`config.mk`:
```
export PLATFORM = sky130hd
export DESIGN_NAME = seg7_to_bcd_scanner
export DESIGN_NICKNAME = d
export VERILOG_FILES = /design/src/rtl/seg7_to_bcd_scanner.sv
export SDC_FILE = /design/constraint.sdc
export NUM_CORES = 1
export LEC_CHECK = 0
export CAP_MARGIN = 20
export CELL_PAD_IN_SITES_DETAIL_PLACEMENT = 1
export CELL_PAD_IN_SITES_GLOBAL_PLACEMENT = 1
export CORE_ASPECT_RATIO = 1.1
export CORE_UTILIZATION = 50
export DETAILED_ROUTE_END_ITERATION = 8
export DONT_BUFFER_PORTS = 1
export GPL_TIMING_DRIVEN = 0
export PLACE_DENSITY = 0.78
export REMOVE_ABC_BUFFERS = 1
export SLEW_MARGIN = 10
export SYNTH_ARGS = -nofsm -noshare
export SYNTH_HDL_FRONTEND = slang
export SYNTH_SLANG_ARGS = --single-unit
```
`constraint.sdc`:
```
create_clock -name clk -period 12.6 [get_ports clk]
set_clock_uncertainty 0.2 [all_clocks]
set_input_delay 2.52 -clock clk [delete_from_list [all_inputs] [get_ports clk]]
set_output_delay 2.52 -clock clk [all_outputs]
set_load 0.1 [all_outputs]
```
`src/rtl/seg7_to_bcd_scanner.sv`:
```
// seg7_to_bcd_scanner: debounces a multiplexed 7-segment display bus into a packed BCD frame.
module seg7_to_bcd_scanner #(
    parameter int DIGITS     = 4,
    parameter int SEG_WIDTH  = 7,
    parameter int BCD_WIDTH  = 4,
    parameter int STABLE_CNT = 3
) (
    input  logic                        clk,
    input  logic                        rst,
    input  logic [SEG_WIDTH-1:0]        seg,
    input  logic [DIGITS-1:0]           an,
    input  logic                        in_valid,
    output logic [DIGITS*BCD_WIDTH-1:0] bcd_out,
    output logic [DIGITS-1:0]           digit_err,
    output logic                        out_valid,
    input  logic                        out_ready,
    output logic                        sel_err,
    output logic                        overrun
);
    localparam int CW = $clog2(STABLE_CNT + 1);

    typedef enum logic {EMPTY, FULL} state_t;

    state_t                      state_q, state_d;
    logic [DIGITS*BCD_WIDTH-1:0] cand_q, cand_d, buf_q, buf_d, bcd_q, bcd_d;
    logic [DIGITS-1:0]           cand_err_q, cand_err_d, buf_err_q, buf_err_d, err_q, err_d;
    logic [DIGITS-1:0]           seen_q, seen_d, commit;
    logic [DIGITS*CW-1:0]        cnt_q, cnt_d;
    logic                        sel_err_q, sel_err_d, overrun_q, overrun_d;
    logic [BCD_WIDTH-1:0]        dec_val;
    logic                        dec_err, onehot, acc, same, complete, load;
    logic [CW-1:0]               cnt_new;

    always_comb begin
        dec_err = 1'b0;
        case (seg)
            SEG_WIDTH'(7'b1111110): dec_val = BCD_WIDTH'(0);
            SEG_WIDTH'(7'b0110000): dec_val = BCD_WIDTH'(1);
            SEG_WIDTH'(7'b1101101): dec_val = BCD_WIDTH'(2);
            SEG_WIDTH'(7'b1111001): dec_val = BCD_WIDTH'(3);
            SEG_WIDTH'(7'b0110011): dec_val = BCD_WIDTH'(4);
            SEG_WIDTH'(7'b1011011): dec_val = BCD_WIDTH'(5);
            SEG_WIDTH'(7'b1011111): dec_val = BCD_WIDTH'(6);
            SEG_WIDTH'(7'b1110000): dec_val = BCD_WIDTH'(7);
            SEG_WIDTH'(7'b1111111): dec_val = BCD_WIDTH'(8);
            SEG_WIDTH'(7'b1111011): dec_val = BCD_WIDTH'(9);
            SEG_WIDTH'(7'b0000000): dec_val = BCD_WIDTH'(4'hF);
            default: begin
                dec_val = BCD_WIDTH'(4'hE);
                dec_err = 1'b1;
            end
        endcase
    end

    always_comb begin
        onehot     = (an != '0) && ((an & (an - DIGITS'(1))) == '0);
        acc        = in_valid && onehot;
        sel_err_d  = in_valid && !onehot;
        cand_d     = cand_q;
        cand_err_d = cand_err_q;
        cnt_d      = cnt_q;
        buf_d      = buf_q;
        buf_err_d  = buf_err_q;
        commit     = '0;
        same       = 1'b0;
        cnt_new    = '0;
        for (int i = 0; i < DIGITS; i++) begin
            if (acc && an[i]) begin
                same    = cand_q[i*BCD_WIDTH +: BCD_WIDTH] == dec_val && cand_err_q[i] == dec_err;
                cnt_new = !same ? CW'(1) :
                          cnt_q[i*CW +: CW] == CW'(STABLE_CNT) ? CW'(STABLE_CNT) :
                          cnt_q[i*CW +: CW] + CW'(1);
                cand_d[i*BCD_WIDTH +: BCD_WIDTH] = dec_val;
                cand_err_d[i]                    = dec_err;
                cnt_d[i*CW +: CW]                = cnt_new;
                commit[i]                        = cnt_new == CW'(STABLE_CNT);
                if (commit[i]) begin
                    buf_d[i*BCD_WIDTH +: BCD_WIDTH] = dec_val;
                    buf_err_d[i]                    = dec_err;
                end
            end
        end
        complete  = (|commit) && (&(seen_q | commit));
        seen_d    = complete ? '0 : seen_q | commit;
        // A full output only takes a new frame if the consumer drains it in the same cycle.
        load      = complete && (state_q == EMPTY || out_ready);
        overrun_d = complete && state_q == FULL && !out_ready;
        bcd_d     = load ? buf_d : bcd_q;
        err_d     = load ? buf_err_d : err_q;
        state_d   = load ? FULL : (state_q == FULL && out_ready) ? EMPTY : state_q;
    end

    always_ff @(posedge clk) begin
        if (rst) begin
            state_q    <= EMPTY;
            cand_q     <= '0;
            cand_err_q <= '0;
            cnt_q      <= '0;
            seen_q     <= '0;
            buf_q      <= '0;
            buf_err_q  <= '0;
            bcd_q      <= '0;
            err_q      <= '0;
            sel_err_q  <= 1'b0;
            overrun_q  <= 1'b0;
        end else begin
            state_q    <= state_d;
            cand_q     <= cand_d;
            cand_err_q <= cand_err_d;
            cnt_q      <= cnt_d;
            seen_q     <= seen_d;
            buf_q      <= buf_d;
            buf_err_q  <= buf_err_d;
            bcd_q      <= bcd_d;
            err_q      <= err_d;
            sel_err_q  <= sel_err_d;
            overrun_q  <= overrun_d;
        end
    end

    assign bcd_out   = bcd_q;
    assign digit_err = err_q;
    assign out_valid = state_q == FULL;
    assign sel_err   = sel_err_q;
    assign overrun   = overrun_q;
endmodule

```
==> out/metrics.cfg, run 1 <==
[timing]
fmax_ghz = 0.156
min_period_ns = 6.43
slew_violations = 0
fin_setup_tns_ns = 0
worst_pin_slew_ns = 0.991
setup_viol = 0
hold_viol_final = 0
post-route-period-util_pct = 51.0
rsz0062_at_grt = false
slew_headroom_pct = 33.9

[finish]
num_antenna_cells = 0
finalNetCount = 377
register_area_mm2 = 0.00150
area_growth_pct = 5.57
drive_gt1_share_pct = 15.5
final_area_mm2 = 0.00372
fill_cells = 763
finish.utilization_pct = 55.5
stdcell_count = 449
multi_input_area_mm2 = 0.00192

[cts]
cts_setup_buffers = 0
clk_pin_slew_ns = 0.09
cts_resized = 0
clk_latency_ns = 0.36
htree_num_levels = 3
numCtsBuffers = 9
root_buffer = clkbuf_8
tritoncts = done
clock_sink_count = 75
holdBufCountCts = 0
cts_buffer_depth = 2

[logic_synthesis]
syn_avg_cell_area_um2 = 9.56
synth_ff_type = dfxtp_1
synth_cells = 369
yosysMostFrequentCell = dfxtp_1
postSynth.asyncResetShare_pct = 0
synth_common_cells = 75 x dfxtp_1, 53 x nor2_1, 27 x nand2_1
yosys.area.top_type_share_pct = 42.6
synth_cell_types = 61
synth-edff-count = 0
synth_warnings = 0
yosys.area.top_type = dfxtp_1
ys_seq_area_share_pct = 42.6
syn_area_mm2 = 0.00353
synth_area_leaders = dfxtp_1 43%, mux2_4 7.2%, mux2i_1 6.0%, nor2_1 5.6%, nor2b_1 3.5%
ys_ff_latch = 75

[floorplanning]
rows = 31
dieArea_mm2 = 0.00739
fp.dieH_um = 90.1
initial_core_util_pct = 52.6
io_pins = 38
die_x_um = 82.1
core-area_mm2 = 0.00671

[placement]
dpl.hpwl_um = 5290
place_inst = 433
gp_congestion = 0.760
port_buffers = 0
placed_area_mm2 = 0.00355

[global_routing]
antenna_found_initial = 0
grt-ovfl-total = 0
grt_pass1_vias = 2753
grt_pass1_wl_um = 13100
grt_max_degree = 76
grtUsageTotal_pct = 23.3

[route]
drc_errors = 0
drtIter0Drc = 78
vias = 2646
first_pass_iters = 4
final_antenna_net_count = 0
drt-total-wl_um = 8020
wl_per_cell_um = 17.9
viasPerCell = 5.89

[critical_path]
arrival_ns = 6.46
critPathBufInv = 0
crit_path_max_fanout = 20
crit_required_ns = 12.64
cp_slowest_cell = nor3b_2
path_class = in2reg
critical_path.cell_chain = or4_4, o311a_2, xor2_1, or3_1, nor3b_2, o22a_1, nand3_2, mux2_1
critPathMaxStageDelay_ns = 0.70
crit_path_end_kind = flop
startpoint_type = input port
cpLargestDelayFamily = simple AND/OR/NAND/NOR gates

[min_path]
hold_path.class = reg2reg

[power_and_ir_drop]
power_density_mw_per_mm2 = 115
power.leakage_nw = 1.28
ir_drop_uv = 72.8
power_w = 0.000430

[outcome]
outcome = completed

[flow_run]
cap_viol_max_count = 0

## layout by cell type (no fill, tap or decap), types with 2 or more instances in the layout
| cell | instances |
|---|---|
| nor4b_1 | 3 |
| or3_1 | 3 |
| nor3_2 | 3 |
| a21o_1 | 2 |
| a211oi_1 | 16 |
| dfxtp_1 | 75 |
| nand3_1 | 4 |
| a211o_1 | 2 |
| mux2_4 | 17 |
| o21ai_0 | 6 |
| nor3_1 | 9 |
| nand3_2 | 2 |
| nand2b_1 | 2 |
| nor2b_1 | 20 |
| inv_1 | 5 |
| a311oi_1 | 3 |
| xnor2_1 | 9 |
| a21oi_2 | 2 |
| o22a_1 | 2 |
| inv_6 | 2 |
| nand4_1 | 3 |
| clkinvlp_4 | 3 |
| clkbuf_8 | 9 |
| or3_2 | 3 |
| nor4_1 | 2 |
| nand2_1 | 27 |
| a21oi_1 | 15 |
| mux2_1 | 3 |
| and3_1 | 2 |
| nand3b_1 | 2 |
| nor2_1 | 53 |
| nor4b_2 | 2 |
| xor2_1 | 5 |
| or3b_1 | 2 |
| and2_1 | 2 |
| mux2i_1 | 21 |
## final cells by class
class / count / area share, %
tap: 82 / 2.76
clock buffer: 10 / 3.43
inverter: 5 / 0.504
multi-input combinational: 270 / 51.5
timing repair buffer: 1 / 0.202
sequential: 75 / 40.3
clock inverter: 6 / 1.31
## logic make-up (layout without fill, tap and decap cells)
family | Yosys count | after routing | synth area share (%)
simple gates | 156 | 156 | 23.8
buf+inv | 24 | 22 | 3.44
mux | 41 | 41 | 14.2
compound gates | 59 | 59 | 12.6
flops | 75 | 75 | 42.6
xor+xnor | 14 | 14 | 3.48
## sequential cells by signal, summed over array words and instances, names as in the netlist
register	cells
bcd_out	16
buf_q	16
cand_q	16
cnt_q	8
buf_err_q	4
cand_err_q	4
digit_err	4
seen_q	4
out_valid	1
overrun	1
sel_err	1
## per-layer routing
layer	up-vias	GRT usage, %	part of all wire, %
li1	1288	-	-
met1	1301	29.1	46
met2	45	38.4	49
met3	12	5.38	3.8
met4	0	8.48	1.7
met5	-	0	0
## worst paths after layout
| kind | start | endpoint | slack (ns) | cells after the start |
|---|---|---|---|---|
| max | seg[0] | bcd_out[7] | 6.17 | 8 |
| min | cnt_q[2] | cnt_q[2] | 0.27 | 1 |
| max reg2reg | cand_q[2] | bcd_out[7] | 8.53 | 7 |
| min reg2reg | cnt_q[2] | cnt_q[2] | 0.27 | 1 |
## power by group
| group | internal (W) | leakage [nW] | switching, W |
|---|---|---|---|
| logic | 0.00000707 | 0.596 | 0.0000105 |
| registers | 0.000239 | 0.605 | 0.00000278 |
| clock network | 0.0000732 | 0.0795 | 0.0000975 |
## worst register-to-register path, delay by kind of cell (launching register included)
kind,cells,cell delay (ns)
AOI/OAI and AO/OA,4,1.80
and+or+nand+nor,2,1.08
muxes,1,0.54
DFF,1,0.34
## through the flow
stage               setup slack (ns)  hold WS, ns
floorplan                       6.40        0.231
global placement                5.32        0.251
detailed placement              5.73        0.254
CTS                             6.08        0.274
global route                    5.99        0.304
finish                          6.17        0.271
Power figures use the tool's default switching activity.
==> inputs of run 2 (changes only) <==
--- a/config.mk
+++ b/config.mk
@@ -9,11 +9,11 @@
 export CELL_PAD_IN_SITES_DETAIL_PLACEMENT = 1
 export CELL_PAD_IN_SITES_GLOBAL_PLACEMENT = 1
 export CORE_ASPECT_RATIO = 1.1
-export CORE_UTILIZATION = 50
+export CORE_UTILIZATION = 44
 export DETAILED_ROUTE_END_ITERATION = 8
 export DONT_BUFFER_PORTS = 1
 export GPL_TIMING_DRIVEN = 0
-export PLACE_DENSITY = 0.78
+export PLACE_DENSITY = 0.73
 export REMOVE_ABC_BUFFERS = 1
 export SLEW_MARGIN = 10
 export SYNTH_ARGS = -nofsm -noshare
==> constraint.sdc (replaced) <==
create_clock -name clk -period 5.2 [get_ports clk]
set_clock_uncertainty 0.2 [all_clocks]
set_input_delay 1.04 -clock clk [delete_from_list [all_inputs] [get_ports clk]]
set_output_delay 1.04 -clock clk [all_outputs]
set_load 0.1 [all_outputs]
==> run 2 against run 1 <==
Via count is 1.9% lower. Count of clock-buffer cells in the layout stayed put. Die area is 13% higher. Largest cell class unchanged.
==> out/metrics.cfg, run 2 (synthesis results as in run 1) <==
[route]
wl_per_cell_um = 16.6  ; -6.8%
first_pass_iters = 4  ; unchanged
drt-total-wl_um = 7870  ; -1.8%
drc_errors = 0  ; unchanged
viasPerCell = 5.49  ; -6.8%
final_antenna_net_count = 0  ; unchanged
vias = 2597  ; -1.9%
drtIter0Drc = 131  ; +68%

[critical_path]
arrival_ns = 4.99  ; -1.47 ns
crit_path_max_fanout = 20  ; unchanged
path_class = in2reg
crit_path_end_kind = flop
r2r_start = cand_q[2]
crit_required_ns = 5.23  ; -7.41 ns
rr_endpoint = bcd_out[6]
startpoint_type = input port
r2r_slack_ns = 1.07  ; -7.46 ns
ff2ff_path_depth = 7  ; unchanged

[power_and_ir_drop]
power_density_mw_per_mm2 = 295  ; +160%
ir_drop_uv = 175  ; +140%
power_w = 0.00112  ; +160%
power.leakage_nw = 1.31  ; +2.5%
power.internal_w = 0.000867  ; +170%
p_sw_share_pct = 22.8  ; -3.0 points
clkPwrFrac_pct = 44.1  ; +4.4 points
p_comb_share_pct = 3.8  ; -0.3 points
power.share.sequential_pct = 52.1  ; -4.1 points
p_switching_w = 0.000255  ; +130%

[min_path]
min_path_cells = 2  ; +1
min_to = cand_q[1]
hold_start = cand_q[1]
hold_path.class = reg2reg

[floorplanning]
initial_core_util_pct = 46.4  ; -6.1 points
core-area_mm2 = 0.00760  ; +13%
io_pins = 38  ; unchanged
dieArea_mm2 = 0.00838  ; +13%
fp.dieH_um = 95.9  ; +6.5%
rows = 33  ; +6.5%
die_x_um = 87.4  ; +6.4%

[placement]
gp_congestion = 0.768  ; +1.0%
placed_area_mm2 = 0.00358  ; +1.0%
dpl.hpwl_um = 5240  ; -1.0%
place_ws_ns = -0.155  ; -5.88 ns
port_buffers = 0  ; unchanged

[timing]
slew_violations = 0  ; unchanged
slew_headroom_pct = 33.8  ; -0.045 points
rsz0062_at_grt = false
fmax_ghz = 0.202
setup_viol = 0  ; unchanged
min_period_ns = 4.95
worst_pin_slew_ns = 0.991  ; +0.000681 ns
setup_slack_ns = 0.248  ; -5.92 ns
hold_ws_ns = 0.268  ; -0.00269 ns
post-route-period-util_pct = 95.2
hold_viol_final = 0  ; unchanged

[cts]
holdBufCountCts = 0  ; unchanged
cts_buffer_depth = 2  ; unchanged
cts_resized = 0  ; unchanged
root_buffer = clkbuf_8
clock_sink_count = 75  ; unchanged
clk_latency_ns = 0.35  ; about the same
cts_setup_buffers = 0  ; unchanged
tritoncts = done
htree_num_levels = 3  ; unchanged
clk_pin_slew_ns = 0.08  ; about the same
numCtsBuffers = 9  ; unchanged

[finish]
finalNetCount = 378  ; +0.27%
area_growth_pct = 7.77
finish.utilization_pct = 50.0  ; -5.5 points
fill_cells = 892  ; +17%
final_common_cell = dfxtp_1
final_area_mm2 = 0.00380  ; +2.1%
drive_gt1_share_pct = 15.8  ; +0.23 points
num_antenna_cells = 0  ; unchanged
layout_common_cells = 75 x dfxtp_1, 53 x nor2_1, 27 x nand2_1

[global_routing]
grt_pass1_vias = 2572  ; -6.6%
antenna_found_initial = 0  ; unchanged
grt_max_degree = 76  ; unchanged
grt_pass1_wl_um = 12800  ; -2.1%
grtUsageTotal_pct = 20.2  ; -3.1 points
grt-ovfl-total = 0  ; unchanged

[flow_run]
cap_viol_max_count = 0  ; unchanged

[outcome]
outcome = completed

## run 2: cell count changes in the layout (fill, tap and decap cells not counted)
| cell | before | now |
|---|---|---|
| clkinv_4 | 1 | 2 |
| clkinv_2 | 0 | 1 |
| bufinv_16 | 0 | 2 |
| inv_6 | 2 | 0 |
| clkinvlp_4 | 3 | 1 |
| buf_4 | 1 | 2 |
## run 2: worst max-delay path by stage
stage            from    endpoint  slack [ns]
2_1_floorplan   an[2]  bcd_out[4]        0.48
3_3_place_gp    an[2]  bcd_out[6]       -0.45
3_5_place_dp   seg[0]  bcd_out[6]       -0.16
4_1_cts        seg[0]  bcd_out[6]        0.24
5_1_grt        seg[0]  bcd_out[6]        0.03
6_report       seg[0]  bcd_out[6]        0.25
## run 2: area by class of cell
cell class,instances,area (um^2),share of cell area (%)
Clock buffer,10,128,3.36
Clock inverter,6,90.1,2.37
Inverter,5,18.8,0.494
Multi-Input combinational cell,270,1920,50.4
Sequential cell,75,1500,39.5
Tap cell,105,131,3.46
Timing Repair Buffer,2,15.0,0.395
## run 2: worst max-delay path, stage by stage
cell     delay (ns)
or4_4          0.56
o311a_2        0.55
xor2_1         0.20
or3_1          0.45
nor3b_2        0.69
o22a_1         0.34
nand3_2        0.57
mux2_1         0.55
## run 2: routing by layer
layer,vias to the layer above,track usage (%),routed length (um)
met2,44,32.6,3730
met5,-,0,0
li1,1289,-,-
met3,11,5.06,264
met4,0,6.42,103
met1,1253,26.6,3770
## run 2: through the flow
step           TNS (ns)  std cells
6_report              0        473
5_1_grt               0        473
4_1_cts               0        473
3_5_place_dp      -2.10        457
3_3_place_gp      -8.39        455
2_1_floorplan         0        350
## run 2: power by group through the flow
stage,Combinational (W),Sequential (W),Clock [W]
final,0.0000423,0.000585,0.000495
after global routing,0.0000470,0.000586,0.000528
after CTS,0.0000430,0.000585,0.000506
after detailed placement,0.0000423,0.000599,0
after global placement,0.0000405,0.000598,0
after floorplan,0.0000330,0.000598,0
==> inputs of run 3 (changes only) <==
--- a/config.mk
+++ b/config.mk
@@ -13,7 +13,7 @@
 export DETAILED_ROUTE_END_ITERATION = 8
 export DONT_BUFFER_PORTS = 1
 export GPL_TIMING_DRIVEN = 0
-export PLACE_DENSITY = 0.73
+export PLACE_DENSITY = 0.8
 export REMOVE_ABC_BUFFERS = 1
 export SLEW_MARGIN = 10
 export SYNTH_ARGS = -nofsm -noshare
==> run 3 against run 2 <==
Utilization down 0.31 points. Die area unchanged. Flip-flop and latch count unchanged. Routed wire length up 2.2%. Count of clock-buffer cells in the layout unchanged. Highest routed layer unchanged. Total power down 3.1%. Clock power down 7.1%. Worst setup slack better by 0.032 ns.
==> out/metrics.cfg, run 3 (synthesis results as in run 1) <==
[outcome]
outcome = completed

[finish]
final_area_mm2 = 0.00378  ; -0.63%
final_common_cell = dfxtp_1
area_growth_pct = 7.09
num_antenna_cells = 0  ; unchanged
stdcell_count = 472  ; -0.21%
finalNetCount = 377  ; -0.26%
layout_common_cells = 75 x dfxtp_1, 53 x nor2_1, 27 x nand2_1
drive_gt1_share_pct = 15.5  ; -0.23 points
register_area_mm2 = 0.00150  ; unchanged
multi_input_area_mm2 = 0.00192  ; unchanged
fill_cells = 892  ; unchanged

[timing]
fmax_ghz = 0.203  ; +0.65%
hold_viol_final = 0  ; unchanged
slew_headroom_pct = 33.4  ; -0.42 points
worst_pin_slew_ns = 0.998  ; +0.00630 ns
slew_violations = 0  ; unchanged
min_period_ns = 4.92  ; -0.0318 ns
rsz0062_at_grt = false
setup_viol = 0  ; unchanged
post-route-period-util_pct = 94.6  ; -0.61 points

[floorplanning]
dieArea_mm2 = 0.00838  ; unchanged
rows = 33  ; unchanged
initial_core_util_pct = 46.4  ; unchanged
fp.dieH_um = 95.9  ; unchanged
core-area_mm2 = 0.00760  ; unchanged
io_pins = 38  ; unchanged
die_x_um = 87.4  ; unchanged

[cts]
tritoncts = done
numCtsBuffers = 9  ; unchanged
cts_setup_buffers = 0  ; unchanged
root_buffer = clkbuf_8
clk_latency_ns = 0.36  ; about the same
htree_num_levels = 3  ; unchanged
cts_resized = 0  ; unchanged
holdBufCountCts = 0  ; unchanged
clock_sink_count = 75  ; unchanged
cts_buffer_depth = 2  ; unchanged
clk_pin_slew_ns = 0.08  ; about the same

[power_and_ir_drop]
power_density_mw_per_mm2 = 288  ; -2.5%
clkPwrFrac_pct = 42.3  ; -1.8 points
ir_drop_uv = 174  ; -0.63%
p_switching_w = 0.000265  ; +3.7%
p_comb_share_pct = 3.9  ; about the same
p_sw_share_pct = 24.3  ; +1.6 points
power.share.sequential_pct = 53.8  ; +1.7 points
power.leakage_nw = 1.30  ; -0.79%
power.internal_w = 0.000823  ; -5.0%

[route]
final_antenna_net_count = 0  ; unchanged
drt-total-wl_um = 8050  ; +2.2%
first_pass_iters = 4  ; unchanged
vias = 2607  ; +0.39%
wl_per_cell_um = 17.1  ; +2.5%
drc_errors = 0  ; unchanged
highest_layer = met4
met1_length_um = 3800  ; +0.66%
viasPerCell = 5.52  ; +0.60%
routed-wl-met2_um = 3810  ; +2.1%
drtIter0Drc = 83  ; -37%
routed-wl-met3_um = 278  ; +5.3%

[placement]
dpl.hpwl_um = 5440  ; +3.9%
placed_area_mm2 = 0.00358  ; -0.21%
place_inst = 456  ; -0.22%
gp_congestion = 0.788  ; +2.7%
port_buffers = 0  ; unchanged

[critical_path]
crit_path_end_kind = flop
crit_required_ns = 5.24  ; about the same
arrival_ns = 4.96  ; -0.03 ns
crit_path_max_fanout = 20  ; unchanged
path_class = in2reg
startpoint_type = input port

[global_routing]
grtUsageTotal_pct = 21.2  ; +0.90 points
grt_pass1_vias = 2710  ; +5.4%
antenna_found_initial = 0  ; unchanged
grt_pass1_wl_um = 13400  ; +4.6%
grt-ovfl-total = 0  ; unchanged
grt_max_degree = 76  ; unchanged

[min_path]
hold_path.class = reg2reg

[flow_run]
cap_viol_max_count = 0  ; unchanged

==> run 3: changes by cell type in the layout (fill, tap and decap cells not counted), sizes merged <==
cell	change
bufinv	-1
inv	+2
buf	-1
clkinvlp	-1
==> run 3: path summary, 6_finish.rpt <==
kind | from | end | slack, ns | cells after the start
worst min-delay path | cnt_q[2] | cnt_q[2] | 0.26 | 1
worst max register to register | cand_q[2] | bcd_out[7] | 1.08 | 7
worst min register to register | cnt_q[2] | cnt_q[2] | 0.26 | 1
worst max-delay path | seg[0] | bcd_out[7] | 0.28 | 8
==> run 3: final cells by class <==
| type | count | share of cell area (%) |
|---|---|---|
| Tap cell | 105 | 3.48 |
| Inverter | 5 | 0.497 |
| Clock inverter | 6 | 1.95 |
| Sequential cell | 75 | 39.7 |
| Timing Repair Buffer | 1 | 0.199 |
| Clock buffer | 10 | 3.38 |
| Multi-Input combinational cell | 270 | 50.7 |
==> run 3: power by group through the flow <==
stage,logic [W],registers [W],clock network (W)
floorplan,0.0000330,0.000598,0
global placement,0.0000403,0.000598,0
detailed placement,0.0000425,0.000599,0
CTS,0.0000429,0.000585,0.000469
global route,0.0000471,0.000586,0.000495
finish,0.0000426,0.000585,0.000460
==> run 3: layer usage <==
metal	vias to the layer above	track usage, %
met5	-	0
met4	0	9.43
met3	14	5.06
met2	44	34.7
met1	1258	26.4
li1	1291	-
==> run 3: per-stage QoR <==
stage	power, W	setup TNS (ns)	worst slack [ns]	util, %	hold slack [ns]
after global placement	0.000639	-10.16	-0.532	46.8	0.246
after CTS	0.00110	0	0.228	49.7	0.270
final	0.00109	0	0.280	49.7	0.265
after global routing	0.00113	0	0.0869	49.7	0.291
after detailed placement	0.000641	-2.06	-0.132	47.1	0.255
after floorplan	0.000631	0	0.483	-	0.231
==> run 3: worst max-delay path, cell delays in order <==
cell and delay [ns]:
or4_4 0.56, o311a_2 0.57, xor2_1 0.24, a2111oi_4 0.74, o21ba_1 0.26, a311oi_2 0.38
nand3_2 0.61, mux2_1 0.54
